### src/rtl/iod_tx_train_gen.sv
// Link-training pattern generator ahead of an IOD TX gearbox: walks IDLE -> TRAIN -> SYNC -> DATA
// and drives a registered per-lane word (training pattern, sync marker or payload) every SCLK.
module iod_tx_train_gen #(
  parameter int unsigned LANES            = 4,
  parameter int unsigned FABRIC_RATIO     = 4,
  parameter logic [2*FABRIC_RATIO-1:0] TRAIN_WORD = 8'hB4,
  parameter logic [2*FABRIC_RATIO-1:0] SYNC_WORD  = 8'hF0,
  parameter int unsigned MIN_TRAIN_CYCLES = 64,
  parameter int unsigned SYNC_CYCLES      = 4,
  parameter int unsigned TIMEOUT_WIDTH    = 16
) (
  input  logic                                SCLK,
  input  logic                                RESET,
  input  logic                                TRAIN_START,
  input  logic                                RX_ALIGN_DONE,
  input  logic [LANES*2*FABRIC_RATIO-1:0]     TX_DATA_IN,
  input  logic                                TX_DATA_VALID,
  output logic                                TX_DATA_READY,
  output logic [LANES*2*FABRIC_RATIO-1:0]     TXD,
  output logic                                TX_TRAINING,
  output logic                                TX_LINK_UP,
  output logic                                TRAIN_ERR
);

  localparam int unsigned W      = 2 * FABRIC_RATIO;
  localparam int unsigned DATA_W = LANES * W;
  localparam int unsigned TCW    = $clog2(MIN_TRAIN_CYCLES) + 1;
  localparam int unsigned SCW    = $clog2(SYNC_CYCLES) + 1;

  localparam logic [TCW-1:0]           TRAIN_LAST = TCW'(MIN_TRAIN_CYCLES - 1);
  localparam logic [SCW-1:0]           SYNC_LAST  = SCW'(SYNC_CYCLES - 1);
  localparam logic [TIMEOUT_WIDTH-1:0] TMO_LAST   = {TIMEOUT_WIDTH{1'b1}} - TIMEOUT_WIDTH'(1);
  localparam logic [DATA_W-1:0]        TRAIN_PAT  = {LANES{TRAIN_WORD}};
  localparam logic [DATA_W-1:0]        SYNC_PAT   = {LANES{SYNC_WORD}};

  typedef enum logic [1:0] {IDLE, TRAIN, SYNC, DATA} state_t;

  state_t                   state;
  state_t                   state_nxt;
  logic                     clr_cnt;
  logic                     set_err;
  logic                     start_d;
  logic                     start_rise;
  logic [TCW-1:0]           train_cnt;
  logic [TIMEOUT_WIDTH-1:0] tmo_cnt;
  logic [SCW-1:0]           sync_cnt;

  function automatic logic [TCW-1:0] sat_inc_train(input logic [TCW-1:0] v);
    return (&v) ? v : v + TCW'(1);
  endfunction

  function automatic logic [TIMEOUT_WIDTH-1:0] sat_inc_tmo(input logic [TIMEOUT_WIDTH-1:0] v);
    return (&v) ? v : v + TIMEOUT_WIDTH'(1);
  endfunction

  // start_d is cleared by RESET, so a request already high when reset drops still counts as an edge
  assign start_rise = TRAIN_START & ~start_d;

  always_comb begin
    state_nxt = state;
    clr_cnt   = 1'b0;
    set_err   = 1'b0;
    case (state)
      IDLE: if (start_rise) begin
        state_nxt = TRAIN;
        clr_cnt   = 1'b1;
      end
      TRAIN: begin
        // alignment exit takes priority over a coincident timeout
        if (train_cnt >= TRAIN_LAST && RX_ALIGN_DONE) begin
          state_nxt = SYNC;
        end else if (tmo_cnt == TMO_LAST) begin
          state_nxt = IDLE;
          set_err   = 1'b1;
        end
      end
      SYNC: begin
        if (!RX_ALIGN_DONE) begin
          state_nxt = TRAIN;
          clr_cnt   = 1'b1;
        end else if (sync_cnt == SYNC_LAST) begin
          state_nxt = DATA;
        end
      end
      DATA: if (!RX_ALIGN_DONE || start_rise) begin
        state_nxt = TRAIN;
        clr_cnt   = 1'b1;
      end
      default: state_nxt = IDLE;
    endcase
  end

  // Outputs are registered from the next state so they line up with the state they describe
  always_ff @(posedge SCLK) begin
    if (RESET) begin
      state         <= IDLE;
      start_d       <= 1'b0;
      train_cnt     <= '0;
      tmo_cnt       <= '0;
      sync_cnt      <= '0;
      TXD           <= '0;
      TX_TRAINING   <= 1'b0;
      TX_LINK_UP    <= 1'b0;
      TX_DATA_READY <= 1'b0;
      TRAIN_ERR     <= 1'b0;
    end else begin
      state   <= state_nxt;
      start_d <= TRAIN_START;

      if (clr_cnt) begin
        train_cnt <= '0;
        tmo_cnt   <= '0;
      end else if (state == TRAIN) begin
        train_cnt <= sat_inc_train(train_cnt);
        tmo_cnt   <= sat_inc_tmo(tmo_cnt);
      end

      sync_cnt <= (state == SYNC && state_nxt == SYNC) ? sync_cnt + SCW'(1) : '0;

      if (set_err) begin
        TRAIN_ERR <= 1'b1;
      end else if (state == IDLE && state_nxt == TRAIN) begin
        TRAIN_ERR <= 1'b0;
      end

      TX_TRAINING   <= (state_nxt == TRAIN);
      TX_LINK_UP    <= (state_nxt == DATA);
      TX_DATA_READY <= (state_nxt == DATA);

      // payload is only taken in a cycle where READY was already presented
      case (state_nxt)
        TRAIN:   TXD <= TRAIN_PAT;
        SYNC:    TXD <= SYNC_PAT;
        DATA:    TXD <= (TX_DATA_READY && TX_DATA_VALID) ? TX_DATA_IN : '0;
        default: TXD <= '0;
      endcase
    end
  end

endmodule
### config.mk
export PLATFORM = sky130hd
export DESIGN_NAME = iod_tx_train_gen
export DESIGN_NICKNAME = d
export VERILOG_FILES = /design/src/rtl/iod_tx_train_gen.sv
export SDC_FILE = /design/constraint.sdc
export NUM_CORES = 1
export LEC_CHECK = 0
export CORE_MARGIN = 2
export CORE_UTILIZATION = 67
export CTS_CLUSTER_SIZE = 28
export DETAILED_ROUTE_END_ITERATION = 8
export DONT_BUFFER_PORTS = 1
export PLACE_DENSITY = 0.81
export SYNTH_ARGS = -nofsm -noshare
export SYNTH_HDL_FRONTEND = slang
export SYNTH_SLANG_ARGS = --single-unit
### constraint.sdc
create_clock -name SCLK -period 3.4 [get_ports SCLK]
set_input_delay 0.68 -clock SCLK [delete_from_list [all_inputs] [get_ports SCLK]]
set_output_delay 0.68 -clock SCLK [all_outputs]
set_load 0.005 [all_outputs]
# Word level (Yosys, flattened, before mapping)
# Index checks and enable logic that the tools add are counted.
[totals]
reg_bits = 64
latchBits = 0
ramBits = 0
romBits = 0
in_bits = 37
output_inout_bits = 36
word_cells = 58
memories = 0
[classes]
n_addsub = 3
multipliers = 0
div_mod_pow = 0
order_cmp = 1
eq_ne = 8
shifts = 0
n_mux = 18
bitwise = 5
reduce_logical = 14
[ops]
columns = ["cell", "count"]
rows = [
  ["case mux 32 bit (3 select lines)", 1],
  ["2-to-1 mux 32 bit", 1],
  ["adder 16 x 1 -> 16 bit, second input constant", 1],
  ["equality test 16 bit, second input constant", 1],
  ["AND reduction 16 bit", 1],
  ["2-to-1 mux 2 bit", 6],
  ["equality test 2 bit, second input constant", 4],
  ["2-to-1 mux 1 bit", 8],
  ["case mux 2 bit (4 select lines)", 1],
  ["adder 7 x 1 -> 7 bit, second input constant", 1],
  [">= comparator 7 x 6 -> 1 bit, second input constant", 1],
  ["AND reduction 7 bit", 1],
  ["equality test 2 x 1 -> 1 bit, second input constant", 2],
  ["logical AND 1 bit", 4],
  ["NOT 1 bit", 4],
  ["AND reduction 2 bit", 2],
  ["OR reduction 2 bit", 2],
  ["adder 3 x 1 -> 3 bit, second input constant", 1],
  ["equality test 3 x 2 -> 1 bit, second input constant", 1],
  ["case mux 1 bit (3 select lines)", 1],
  ["logical NOT 2 bit", 1],
  ["nonzero test 2 bit", 1],
  ["AND 1 bit", 1],
  ["logical NOT 1 bit", 1],
  ["logical OR 1 bit", 1],
]

# Longest topological paths before layout
[logic_depth]
depth_word = 9
depth_mapped = 8
mapped_depth_nobuf = 6

# Least setup slack after synthesis
# OpenSTA, ideal clock, no wires.
[synth_path]
path_kind = "register -> register"
startpoint = "register train_cnt[0]"
endpoint = "register TXD[15]"
setup_ns = 0.124
arrival_ns = 1.710
required_time_ns = 3.276
slack_ns = 1.566
stages_incl_launch_ff = 8
n_path_buf = 2
period_less_slack_ns = 1.834
cell_sequence = "dfxtp_1 ha_1 buf_2 a211oi_1 o31ai_2 o41ai_2 buf_4 o21ai_1"
[synth_via]
elab_chain_cells = 6
elab_cells_between_ends = 8
classes_between = "1 x order compare; 3 x eq/ne; 3 x mux; 1 x reduce/logical"
[synth_lines]
columns = ["item", "line_no", "source"]
rows = [
  ["start: declaration", "44", "logic [TCW-1:0] train_cnt;"],
  ["start signal: assignment", "114", "train_cnt <= sat_inc_train(train_cnt);"],
  [">= comparator 7 x 6 -> 1 bit (*)", "70", "if (train_cnt >= TRAIN_LAST && RX_ALIGN_DONE) begin"],
  ["logical AND 1 bit (*)", "70", ""],
  ["2-to-1 mux 2 bit (*)", "70", ""],
  ["case mux 2 bit (4 select lines) (*)", "63", "case (state)"],
  ["equality test 2 bit / equality test 2 x 1 -> 1 bit (equally long branches)", "131", "case (state_nxt)"],
  ["case mux 32 bit (3 select lines) (*)", "131", ""],
  ["end signal: assignment", "134", "DATA: TXD <= (TX_DATA_READY && TX_DATA_VALID) ? TX_DATA_IN : '0;"],
  ["end: declaration", "19", "output logic [LANES*2*FABRIC_RATIO-1:0] TXD,"],
]
# Every way passes the cells marked *; elsewhere a longest branch is shown, timed or not.
# A chain may end at the register's enable or synchronous reset.

# Worst setup path in the final report
[layout_path]
startpoint = "register sync_cnt[0]"
endpoint = "register TXD[6]"
[layout_via]
elab_chain_cells = 6
elab_cells_between_ends = 8
classes_between = "4 x eq/ne; 4 x mux"
[layout_lines]
columns = ["item", "line_no", "source"]
rows = [
  ["start: declaration", "46", "logic [SCW-1:0] sync_cnt;"],
  ["start signal: assignment", "118", "sync_cnt <= (state == SYNC && state_nxt == SYNC) ? sync_cnt + SCW'(1) : '0;"],
  ["equality test 3 x 2 -> 1 bit (*)", "81", "end else if (sync_cnt == SYNC_LAST) begin"],
  ["2-to-1 mux 2 bit (*)", "81", ""],
  ["2-to-1 mux 2 bit (*)", "78", "if (!RX_ALIGN_DONE) begin"],
  ["case mux 2 bit (4 select lines) (*)", "63", ""],
  ["equality test 2 bit / equality test 2 x 1 -> 1 bit (equally long branches)", "131", ""],
  ["case mux 32 bit (3 select lines) (*)", "131", ""],
]
# Marks and branches as above.

==> flow_metrics.py <==
metrics = {
    "status": {
        "status": "complete, no violations",
    },
    "worst_hold_path": {
        "whs_endpoint": "TX_TRAINING",
        "hold_start": "RESET",
        "hold_class": "input port to flip-flop",
        "whs_path_depth": 1,
    },
    "worst_setup_path": {
        "cp.arrival_ns": 2.53,
        "cp_common_cell": "ha_1",
        "worstPathMaxFanout": 20,
        "cp-start-kind": "flip-flop",
        "cp_cell_sequence": "ha_1 -> ha_1 -> or3b_1 -> a21oi_2 -> buf_4 -> nand3_1 -> o21ai_1",
        "reg2reg_depth": 7,
        "cp.required_ns": 3.65,
        "cp_slowest_cell": "nand3_1",
        "rr_endpoint": "TXD[6]",
        "reg2reg_from": "sync_cnt[0]",
        "rrSetupSlack_ns": 1.13,
        "cp-end-kind": "flip-flop",
        "critical_path_class": "flip-flop to flip-flop",
        "cpPeakStageDelay_ns": 0.47,
    },
    "clocking": {
        "cts.path.max_buffers": 2,
        "cts.htree.levels": 3,
        "cts_tree": "built",
        "clkTransAtPathRegs_ns": 0.07,
        "numCtsBuffers": 9,
        "clock_sinks": 64,
        "clk_latency_ns": 0.34,
        "root_buffer": "clkbuf_8",
        "cts_hold_buffers": 0,
        "cts_setup_buffers": 0,
        "cts.repair.resized": 0,
    },
    "layout": {
        "multi_input_area_mm2": 0.00149,
        "fill_cells": 328,
        "n_antenna_cell": 0,
        "finalCoreUtilization_pct": 72.4,
        "layout-drive-gt1-share_pct": 13.9,
        "nNetsFinal": 346,
        "seqCellArea_mm2": 0.00128,
        "final_cell_mix": "dfxtp_1 (64), nand2_1 (33), a211oi_1 (21)",
        "area_delta_synth_final_pct": 5.57,
        "final_area_mm2": 0.00313,
        "fin_cells": 361,
        "layout_commonest_cell": "dfxtp_1",
    },
    "power_and_ir_drop": {
        "swShare_pct": 23.6,
        "power_frac_comb_pct": 5.2,
        "p_total_mw": 1.63,
        "power.share.clock_pct": 45.8,
        "power.share.sequential_pct": 49.0,
        "irDropWorstVdd_uv": 419,
        "switchingPower_mw": 0.386,
        "leakage_nw": 1.04,
        "p_int_mw": 1.25,
        "p_per_area_mw_per_mm2": 522,
    },
    "timing": {
        "finalHoldViolCount": 0,
        "setup_ws_ns": 1.13,
        "min_period_ns": 2.27,
        "fin_tns_setup_ns": 0,
        "setup_viol": 0,
        "rsz0062_at_grt": "no",
        "maxSlewViolCount": 0,
        "fin_skew_ns": 0.0133,
        "fmax_mhz": 440,
        "fin_crit_sh_pct": 66.9,
        "relSlewSlack_pct": 28.9,
        "fin_hold_ws_ns": 0.394,
        "worstMarginPinSlew_ns": 1.07,
    },
    "place": {
        "port_buffers": 0,
        "dp.cells": 345,
        "gp_congestion": 0.872,
        "dp_hpwl_um": 3950,
        "placed_cell_area_mm2": 0.00290,
        "place_ws_ns": 1.17,
    },
    "detailed_routing": {
        "m1WireLength_um": 2650,
        "dr_wl_met2_um": 2790,
        "dr.pass1.iters": 4,
        "vias_per_cell": 6.31,
        "drc": 0,
        "dr.first_iter.drc_count": 155,
        "routedWlPerCell_um": 16.5,
        "routed.top_layer": "met4",
        "wl_met3_um": 414,
        "routed_wl_um": 5960,
        "ant_nets": 0,
        "vias": 2279,
    },
    "synth": {
        "yosysSeqAreaShare_pct": 43.2,
        "async_reset_ff_share_pct": 0,
        "syn_avg_cell_area_um2": 9.42,
        "syn_inst": 315,
        "syn_area_mm2": 0.00297,
        "synth_ff_type": "dfxtp_1",
        "syn_nets": 357,
        "synth_seq_cells": 64,
        "ys_types": 55,
        "yosys_warnings": 0,
        "synth_edf_count": 0,
    },
    "grt": {
        "grt_pass1_wl_um": 9980,
        "grt.total_usage_pct": 25.0,
        "grt_overflow": 0,
        "grt_antenna_before_repair": 0,
        "grt_pass1_vias": 2103,
        "grt_max_degree": 33,
    },
    "floorplanning": {
        "rows": 24,
        "die_w_um": 70.5,
        "start_util_pct": 68.6,
        "io_pins": 73,
        "dieHeight_um": 70.5,
        "die_area_mm2": 0.00498,
        "coreArea_mm2": 0.00432,
    },
    "job": {
        "drv_cap": 0,
    },
}
==> how the worst max path moves through the flow <==
stage | startpoint | endpoint | slack, ns
finish | sync_cnt[0] | TXD[6] | 1.13
global route | sync_cnt[0] | TXD[14] | 0.93
CTS | train_cnt[0] | TXD[10] | 1.16
detailed placement | sync_cnt[0] | TXD[30] | 1.17
global placement | train_cnt[0] | TXD[18] | 1.24
floorplan | train_cnt[0] | TXD[15] | 1.57
==> power groups by stage <==
stage	registers (mW)	logic, mW	clock network [mW]
finish	0.800	0.0852	0.749
CTS	0.801	0.0855	0.753
global placement	0.818	0.0818	0
detailed placement	0.818	0.0845	0
floorplan	0.811	0.0815	0
global route	0.804	0.0970	0.782
==> cells in the mapped netlist, types with 3 or more instances <==
| cell | instances | area, um^2 |
|---|---|---|
| clkbuf_1 | 7 | 26.3 |
| o21ai_1 | 12 | 60.1 |
| ha_1 | 5 | 62.6 |
| o21ai_0 | 5 | 25.0 |
| buf_2 | 10 | 50.1 |
| nand3b_1 | 10 | 75.1 |
| a211oi_1 | 21 | 158 |
| a21oi_1 | 15 | 75.1 |
| xnor2_1 | 4 | 35.0 |
| and3_1 | 4 | 25.0 |
| a311oi_1 | 3 | 26.3 |
| inv_1 | 8 | 30.0 |
| o31ai_1 | 4 | 30.0 |
| nand2b_1 | 4 | 25.0 |
| dfxtp_1 | 64 | 1280 |
| nand2_1 | 33 | 124 |
| nand3_1 | 16 | 80.1 |
| mux2i_1 | 10 | 100 |
| a221oi_1 | 4 | 35.0 |
| nor2_1 | 12 | 45.0 |
| buf_4 | 7 | 52.6 |
| or4_1 | 4 | 30.0 |
| a211oi_2 | 9 | 113 |
| nand4_1 | 4 | 25.0 |
==> critical path: cells and delay by family (launching register included) <==
kind | cells | cell delay, ns
and+or+nand+nor | 2 | 0.85
buffers and inverters | 1 | 0.27
DFF | 1 | 0.32
adders and majority gates | 2 | 0.37
AOI/OAI and AO/OA | 2 | 0.38
==> sequential cells by signal, indices dropped and copies added, names as in the netlist <==
signal,count
TX_LINK_UP,1
train_cnt,7
TXD,32
sync_cnt,3
state,2
start_d,1
tmo_cnt,16
TRAIN_ERR,1
TX_TRAINING,1
==> cells by family (layout without fill, tap and decap cells) <==
logic type | count (synthesis) | after routing | share of synthesized area, %
and+or+nand+nor | 111 | 111 | 22.0
AOI/OAI and AO/OA | 86 | 86 | 21.5
DFF | 64 | 64 | 43.2
buffers and inverters | 35 | 29 | 6.62
muxes | 10 | 10 | 3.37
adders and majority gates | 5 | 5 | 2.11
xor gates and xnor gates | 4 | 4 | 1.18
==> per-layer routing <==
metal | global-route usage [%] | vias to the layer above
li1 | - | 1135
met1 | 32.8 | 1061
met2 | 37.7 | 72
met3 | 9.54 | 11
met4 | 10.1 | 0
met5 | 0 | -
==> cell type report <==
type / count / area share (%)
well taps: 52 / 2.08
multi-input cells: 216 / 47.5
clock inverters: 6 / 2.92
clock buffers: 10 / 4.39
inverters: 8 / 0.959
repair buffers: 5 / 1.20
flip-flops and latches: 64 / 40.9
(Power assumes the default switching activity.)
